## src/rtl/ps2_mouse_init_ctrl.sv

```systemverilog
// PS/2 mouse power-up sequencer and stream-mode packet assembler.
// Define PS2_MOUSE_INTELLIMOUSE_EN to add the wheel knock sequence and 4-byte packets.
module ps2_mouse_init_ctrl #(
   parameter int RESP_TIMEOUT = 1000000,
   parameter int BAT_TIMEOUT  = 25000000,
   parameter int MAX_RETRY    = 3
) (
   input  logic        clk,
   input  logic        rst,
   input  logic        cmd_reset,
   input  logic        cmd_echo,
   output logic [7:0]  tx_data,
   output logic        tx_start,
   input  logic        tx_busy,
   input  logic        tx_done,
   input  logic [7:0]  rx_data,
   input  logic        rx_valid,
   input  logic        rx_err,
   output logic [31:0] pkt_data,
   output logic        pkt_valid,
   output logic        ready,
   output logic        fail,
   output logic        echo_ok,
   output logic [3:0]  state_dbg
);

   typedef enum logic [3:0] {
      SEND_RST    = 4'd0,
      WAIT_TX     = 4'd1,
      WAIT_ACK    = 4'd2,
      WAIT_BAT    = 4'd3,
      WAIT_ID     = 4'd4,
      SEND_EN     = 4'd5,
      WAIT_TX2    = 4'd6,
      WAIT_ACK2   = 4'd7,
      STREAM      = 4'd8,
      SEND_ECHO   = 4'd9,
      ECHO_TX     = 4'd10,
      ECHO_WAIT   = 4'd11,
      FAIL        = 4'd12,
      SEND_CFG    = 4'd13,
      WAIT_CFG_ID = 4'd14
   } state_t;

   localparam logic [31:0] RESP_LIM  = 32'(RESP_TIMEOUT - 1);
   localparam logic [31:0] BAT_LIM   = 32'(BAT_TIMEOUT - 1);
   localparam logic [7:0]  RETRY_MAX = 8'(MAX_RETRY);

   state_t      state;
   state_t      resend_state;
   logic [31:0] tmo_cnt;
   logic [31:0] gap_cnt;
   logic [31:0] lim;
   logic [7:0]  retry_cnt;
   logic [1:0]  byte_cnt;
   logic [15:0] part;
   logic [7:0]  exp_byte;
   logic        is_wait;
   logic        is_tx_wait;
   logic        any_byte;
   logic        rx_ok;
   logic        tmo_fire;
   logic        advance;
   logic        resend;
   logic        fault;

`ifdef PS2_MOUSE_INTELLIMOUSE_EN
   logic [7:0]  part2;
   logic        wheel;
   logic        in_cfg;
   logic [2:0]  cfg_step;

   // Sample-rate knock 200/100/80 followed by Get Device ID.
   function automatic logic [7:0] cfg_byte(input logic [2:0] step);
      case (step)
         3'd1:    cfg_byte = 8'hC8;
         3'd3:    cfg_byte = 8'h64;
         3'd5:    cfg_byte = 8'h50;
         3'd6:    cfg_byte = 8'hF2;
         default: cfg_byte = 8'hF3;
      endcase
   endfunction
`endif

   assign state_dbg = state;

   // Classify the current wait state and decide whether it advances, resends or faults.
   always_comb begin
      is_wait      = 1'b1;
      is_tx_wait   = 1'b0;
      any_byte     = 1'b0;
      exp_byte     = 8'hFA;
      lim          = RESP_LIM;
      resend_state = SEND_RST;
      case (state)
         WAIT_TX, WAIT_TX2, ECHO_TX: is_tx_wait = 1'b1;
         WAIT_ACK:  exp_byte = 8'hFA;
         WAIT_BAT:  begin
            exp_byte = 8'hAA;
            lim      = BAT_LIM;
         end
         WAIT_ID:   exp_byte = 8'h00;
         WAIT_ACK2: begin
`ifdef PS2_MOUSE_INTELLIMOUSE_EN
            resend_state = in_cfg ? SEND_CFG : SEND_EN;
`else
            resend_state = SEND_EN;
`endif
         end
         ECHO_WAIT: begin
            exp_byte     = 8'hEE;
            resend_state = SEND_ECHO;
         end
`ifdef PS2_MOUSE_INTELLIMOUSE_EN
         WAIT_CFG_ID: any_byte = 1'b1;
`endif
         default:   is_wait = 1'b0;
      endcase
      rx_ok    = rx_valid && !rx_err;
      tmo_fire = is_wait && (tmo_cnt == lim);
      advance  = is_wait && (is_tx_wait ? tx_done
                                        : (rx_ok && (any_byte || (rx_data == exp_byte))));
      resend   = is_wait && !is_tx_wait && !advance && rx_ok && (rx_data == 8'hFE);
      fault    = is_wait && !advance && !resend &&
                 (tmo_fire || (!is_tx_wait && (rx_valid || rx_err)));
   end

   // Main sequencer: cmd_reset first, then wait-state faults/resends, then per-state progress.
   always_ff @(posedge clk) begin
      if (!rst) begin
         state     <= SEND_RST;
         tx_data   <= 8'h00;
         tx_start  <= 1'b0;
         pkt_data  <= 32'h0;
         pkt_valid <= 1'b0;
         ready     <= 1'b0;
         fail      <= 1'b0;
         echo_ok   <= 1'b0;
         tmo_cnt   <= 32'd0;
         gap_cnt   <= 32'd0;
         retry_cnt <= 8'd0;
         byte_cnt  <= 2'd0;
         part      <= 16'h0;
`ifdef PS2_MOUSE_INTELLIMOUSE_EN
         part2     <= 8'h00;
         wheel     <= 1'b0;
         in_cfg    <= 1'b0;
         cfg_step  <= 3'd0;
`endif
      end else begin
         tx_start  <= 1'b0;
         pkt_valid <= 1'b0;
         echo_ok   <= 1'b0;
         tmo_cnt   <= is_wait ? tmo_cnt + 32'd1 : 32'd0;
         if (advance || resend || fault) begin
            tmo_cnt <= 32'd0;
         end

         if (cmd_reset) begin
            state     <= SEND_RST;
            retry_cnt <= 8'd0;
            byte_cnt  <= 2'd0;
            gap_cnt   <= 32'd0;
            tmo_cnt   <= 32'd0;
            ready     <= 1'b0;
            fail      <= 1'b0;
         end else if (fault) begin
            if (retry_cnt >= RETRY_MAX) begin
               state <= FAIL;
               fail  <= 1'b1;
            end else begin
               retry_cnt <= retry_cnt + 8'd1;
               state     <= SEND_RST;
            end
         end else if (resend) begin
            state <= resend_state;
         end else begin
            case (state)
               SEND_RST: if (!tx_busy) begin
                  tx_data  <= 8'hFF;
                  tx_start <= 1'b1;
                  state    <= WAIT_TX;
               end
               WAIT_TX:  if (advance) state <= WAIT_ACK;
               WAIT_ACK: if (advance) state <= WAIT_BAT;
               WAIT_BAT: if (advance) state <= WAIT_ID;
               WAIT_ID:  if (advance) begin
`ifdef PS2_MOUSE_INTELLIMOUSE_EN
                  wheel    <= 1'b0;
                  in_cfg   <= 1'b1;
                  cfg_step <= 3'd0;
                  state    <= SEND_CFG;
`else
                  state    <= SEND_EN;
`endif
               end
`ifdef PS2_MOUSE_INTELLIMOUSE_EN
               SEND_CFG: if (!tx_busy) begin
                  tx_data  <= cfg_byte(cfg_step);
                  tx_start <= 1'b1;
                  state    <= WAIT_TX2;
               end
               WAIT_CFG_ID: if (advance) begin
                  wheel  <= (rx_data == 8'h03);
                  in_cfg <= 1'b0;
                  state  <= SEND_EN;
               end
`endif
               SEND_EN: if (!tx_busy) begin
                  tx_data  <= 8'hF4;
                  tx_start <= 1'b1;
                  state    <= WAIT_TX2;
               end
               WAIT_TX2: if (advance) state <= WAIT_ACK2;
               WAIT_ACK2: if (advance) begin
`ifdef PS2_MOUSE_INTELLIMOUSE_EN
                  if (in_cfg) begin
                     if (cfg_step == 3'd6) begin
                        state <= WAIT_CFG_ID;
                     end else begin
                        cfg_step <= cfg_step + 3'd1;
                        state    <= SEND_CFG;
                     end
                  end else begin
                     retry_cnt <= 8'd0;
                     byte_cnt  <= 2'd0;
                     ready     <= 1'b1;
                     state     <= STREAM;
                  end
`else
                  retry_cnt <= 8'd0;
                  byte_cnt  <= 2'd0;
                  ready     <= 1'b1;
                  state     <= STREAM;
`endif
               end
               STREAM: begin
                  if (cmd_echo) begin
                     byte_cnt <= 2'd0;
                     gap_cnt  <= 32'd0;
                     ready    <= 1'b0;
                     state    <= SEND_ECHO;
                  end else if (rx_err) begin
                     byte_cnt <= 2'd0;
                     gap_cnt  <= 32'd0;
                  end else if (rx_valid) begin
                     gap_cnt <= 32'd0;
                     case (byte_cnt)
                        // Bit 3 of the header byte is always set; use it to regain alignment.
                        2'd0: if (rx_data[3]) begin
                           part[7:0] <= rx_data;
                           byte_cnt  <= 2'd1;
                        end
                        2'd1: begin
                           part[15:8] <= rx_data;
                           byte_cnt   <= 2'd2;
                        end
`ifdef PS2_MOUSE_INTELLIMOUSE_EN
                        2'd2: if (wheel) begin
                           part2    <= rx_data;
                           byte_cnt <= 2'd3;
                        end else begin
                           pkt_data  <= {8'h00, rx_data, part};
                           pkt_valid <= 1'b1;
                           byte_cnt  <= 2'd0;
                        end
                        default: begin
                           pkt_data  <= {rx_data, part2, part};
                           pkt_valid <= 1'b1;
                           byte_cnt  <= 2'd0;
                        end
`else
                        default: begin
                           pkt_data  <= {8'h00, rx_data, part};
                           pkt_valid <= 1'b1;
                           byte_cnt  <= 2'd0;
                        end
`endif
                     endcase
                  end else if (byte_cnt != 2'd0) begin
                     if (gap_cnt == RESP_LIM) begin
                        byte_cnt <= 2'd0;
                        gap_cnt  <= 32'd0;
                     end else begin
                        gap_cnt <= gap_cnt + 32'd1;
                     end
                  end
               end
               SEND_ECHO: if (!tx_busy) begin
                  tx_data  <= 8'hEE;
                  tx_start <= 1'b1;
                  state    <= ECHO_TX;
               end
               ECHO_TX: if (advance) state <= ECHO_WAIT;
               ECHO_WAIT: if (advance) begin
                  echo_ok   <= 1'b1;
                  retry_cnt <= 8'd0;
                  ready     <= 1'b1;
                  state     <= STREAM;
               end
               FAIL: state <= FAIL;
               default: state <= SEND_RST;
            endcase
         end
      end
   end

endmodule

```

## config.mk

```make
export PLATFORM = sky130hd
export DESIGN_NAME = ps2_mouse_init_ctrl
export DESIGN_NICKNAME = d
export VERILOG_FILES = /design/src/rtl/ps2_mouse_init_ctrl.sv
export SDC_FILE = /design/constraint.sdc
export NUM_CORES = 1
export LEC_CHECK = 0
export CAP_MARGIN = 20
export CORE_ASPECT_RATIO = 0.9
export CORE_UTILIZATION = 35
export DETAILED_ROUTE_END_ITERATION = 6
export PLACE_DENSITY = 0.51
export RECOVER_POWER = 50
export SLEW_MARGIN = 40
export SYNTH_ARGS = -nofsm -noshare
export SYNTH_HDL_FRONTEND = slang
export SYNTH_SLANG_ARGS = --single-unit
export TNS_END_PERCENT = 10
```

## constraint.sdc

```tcl
create_clock -name clk -period 5.8 [get_ports clk]
set_clock_uncertainty 0.2 [all_clocks]
set_input_delay 0.58 -clock clk [delete_from_list [all_inputs] [get_ports clk]]
set_output_delay 0.58 -clock clk [all_outputs]
set_load 0.02 [all_outputs]
```

==> results.sh <==
export IMPL_status="complete, but fails checks"
export IMPL_violations="design-rule violations, max-capacitance violations, max-slew violations"
export IMPL_initial_core_util_pct=36.05
export IMPL_cts_max_path_buffers=2
export IMPL_worst_slack_ps=1883
export IMPL_dr_total_vias=4758
export IMPL_design_core_area_um2=16240
export IMPL_synth_edf_count=0
export IMPL_port_buffers=56
export IMPL_numCtsBuffers=17
export IMPL_fin_crit_ps=3917
export IMPL_crit_arrival_ps=4030
export IMPL_period_share_pct=67.54
export IMPL_clk_root_buffer_cell="clkbuf_16"
export IMPL_cp_max_fo=22
export IMPL_dieArea_um2=17250
export IMPL_area_delta_synth_final_pct=21.88
export IMPL_htree_levels=4
export IMPL_drive_gt1_share_pct=6.649
export IMPL_use_met3_pct=4.921
export IMPL_dp_cells=912
export IMPL_utilization_pct=43.94
export IMPL_synth_cell_types=69
export IMPL_preCtsSetupSlack_ps=2237
export IMPL_timing_hold_violations_final=0
export IMPL_path_class="reg -> reg"
export IMPL_grt_pass1_vias=4536
export IMPL_hp_class="reg -> reg"
export IMPL_postCtsHoldBufs=0
export IMPL_setup_violations_final=0
export IMPL_syn_area_per_cell_um2=8.635
export IMPL_gp_congestion=0.7731
export IMPL_r2r_slack_ps=1880
export IMPL_syn_area_um2=5854
export IMPL_antenna_found_initial=0
export IMPL_vias_per_cell=5.040
export IMPL_yosysTopAreaCellShare_pct=43.43
export IMPL_slew_headroom_pct=-8.383
export IMPL_yosysTopAreaCell="dfxtp_1"
export IMPL_maxSlewViolCount=9
export IMPL_routed_wl_um=13490
export IMPL_firstDrtPassIters=6
export IMPL_grt_max_degree=47
export IMPL_die_w_um=138.3
export IMPL_cp_start_kind="register"
export IMPL_rows=44
export IMPL_die_height_um=124.7
export IMPL_busiest_layer="met2"
export IMPL_grt_pass1_wl_um=22770
export IMPL_rsz0062_at_grt="false"
export IMPL_pwr_density_cell_nw_per_um2=297.2
export IMPL_ys_flop_type="dfxtp_1"
export IMPL_wl_per_cell_um=14.29
export IMPL_use_met2_pct=24.13
export IMPL_drtAntennaViolNets=0
export IMPL_hpwlAfterDp_um=9293
export IMPL_use_met1_pct=22.73
export IMPL_clkSinkCount=127
export IMPL_antennaDiodeCount=0
export IMPL_ys_seq_elements=127
export IMPL_nNetsFinal=743
export IMPL_stdcell_count=944
export IMPL_synth_seq_area_share_pct=43.43
export IMPL_grt_usage_pct=16.60
export IMPL_critPathRequiredTime_ps=5910
export IMPL_drt_first_iter_violations=266
export IMPL_synth_async_reset_ratio_pct=0
export IMPL_p_leak_nw=2.486
export IMPL_drv_cap=1
export IMPL_cts_tree="built"
export IMPL_drc_errors=16
export IMPL_path_clk_slew_ps=60
export IMPL_setup_tns_ps=0
export IMPL_syn_inst=678
export IMPL_fin_hold_ws_ps=256.2
export IMPL_cp_end_kind="register"
export IMPL_yosys_top_cells_area="dfxtp_1 (43%), nor2_1 (6.1%), nand2_1 (6.0%)"
export IMPL_cts_resized=0
export IMPL_tightest_slew_ps=1613
export IMPL_cts_setup_buffers=0
export IMPL_max_freq_mhz=255.3
export IMPL_boundaryPins=65
export IMPL_clk_latency_ps=430
export IMPL_grt_overflow_total=0
export IMPL_yosysWarnings=0
export IMPL_peakVddDrop_mv=0.2228
[state kept, by name (all words and copies together) (netlist names)]
| name | cells |
|---|---|
| echo_ok | 1 |
| pkt_valid | 1 |
| state_dbg | 4 |
| retry_cnt | 8 |
| ready | 1 |
| fail | 1 |
| tx_data | 4 |
| tmo_cnt | 32 |
| gap_cnt | 32 |
| tx_start | 1 |
| byte_cnt | 2 |
| part | 16 |
| pkt_data | 24 |
[layout by cell type, fill, tap and decap left out, types with 5 or more instances in the layout]
cell type,Yosys,final
clkbuf_16,0,17
nand2_1,94,93
dlygate4sd3_1,0,40
nor2_1,95,95
and3_1,13,13
inv_1,11,11
nand2b_1,5,5
nor4_1,11,11
conb_1,1,8
mux2i_1,17,17
nor4b_1,4,5
nand3_1,30,30
dfxtp_1,127,127
xor2_1,36,36
nor3_1,9,10
xnor2_1,24,24
nor2b_1,20,20
and2_1,10,10
o21ai_0,8,9
clkdlybuf4s50_1,0,16
a21oi_1,14,14
a21boi_0,24,24
nand4_1,14,14
[cells by family after synthesis]
kind of cell    Yosys count  share of synthesized area, %
simple gates            335                         28.94
flops                   127                         43.43
compound gates           85                         10.84
xor+xnor                 60                         8.976
buf+inv                  50                         4.210
mux                      17                         2.907
fa+ha+maj                 3                        0.6412
other cells               1                       0.06405
[worst paths after layout]
check | start | cells past startpoint | end
max | state_dbg[3]$_SDFFE_PP0P_ | 5 | part[11]$_SDFFE_PN0P_
min | pkt_data[5]$_SDFFE_PN0P_ | 2 | pkt_data[5]$_SDFFE_PN0P_
max reg2reg | state_dbg[3]$_SDFFE_PP0P_ | 5 | part[11]$_SDFFE_PN0P_
min reg2reg | pkt_data[5]$_SDFFE_PN0P_ | 2 | pkt_data[5]$_SDFFE_PN0P_
[through the flow]
step | power (mW) | instance area [um^2]
floorplan | 0.9660 | 5881
global placement | 0.9979 | 6523
detailed placement | 0.9983 | 6534
CTS | 2.152 | 7173
global route | 2.198 | 7136
finish | 2.120 | 7136
[routing by layer]
layer	up-vias	wire length (um)
met5	-	0
met4	0	252
met3	19	622
met2	110	5861
met1	2228	6750
li1	2401	-
[where the power goes]
group,leakage (nW),total (mW),switching [mW],internal [mW]
Sequential,1.02,0.884,0.00785,0.876
Clock,0.303,1.14,0.400,0.744
Combinational,1.16,0.0918,0.0552,0.0366
Total,2.49,2.12,0.463,1.66
[worst max-delay path, cell delays in order, from the launching register on]
cell and delay, ps:
dfxtp_1 770, nor4b_1 820, nand3_1 300, nor3_1 1320, mux2i_1 320, nor2b_1 70
[layout make-up]
class / count / area (um^2)
Fill cell: 1600 / 9105
Inverter: 11 / 41.29
Tap cell: 207 / 259.0
Clock inverter: 12 / 182.7
Timing Repair Buffer: 59 / 583.1
Clock buffer: 20 / 456.7
Multi-Input combinational cell: 508 / 3070
Sequential cell: 127 / 2542
[synth_stat cells, drive strengths merged (3+ instances only)]
cell type and count:
nor2b 20, xor2 36, nor4 13, o211a 4, mux2i 17, nand2 94, dfxtp 127, xnor2 24
clkbuf 19, inv 11, a21oi 14, nor4b 5, a211oi 3, and2 10, ha 3, nand2b 5
nand4 15, o21a 4, nor2 95, and3 13, nor4bb 3, or3 5, nor3 12, buf 20
a31o 3, a21boi 24, o21ai 10, nand3 30
No activity file was read; power rests on OpenSTA's default activity.
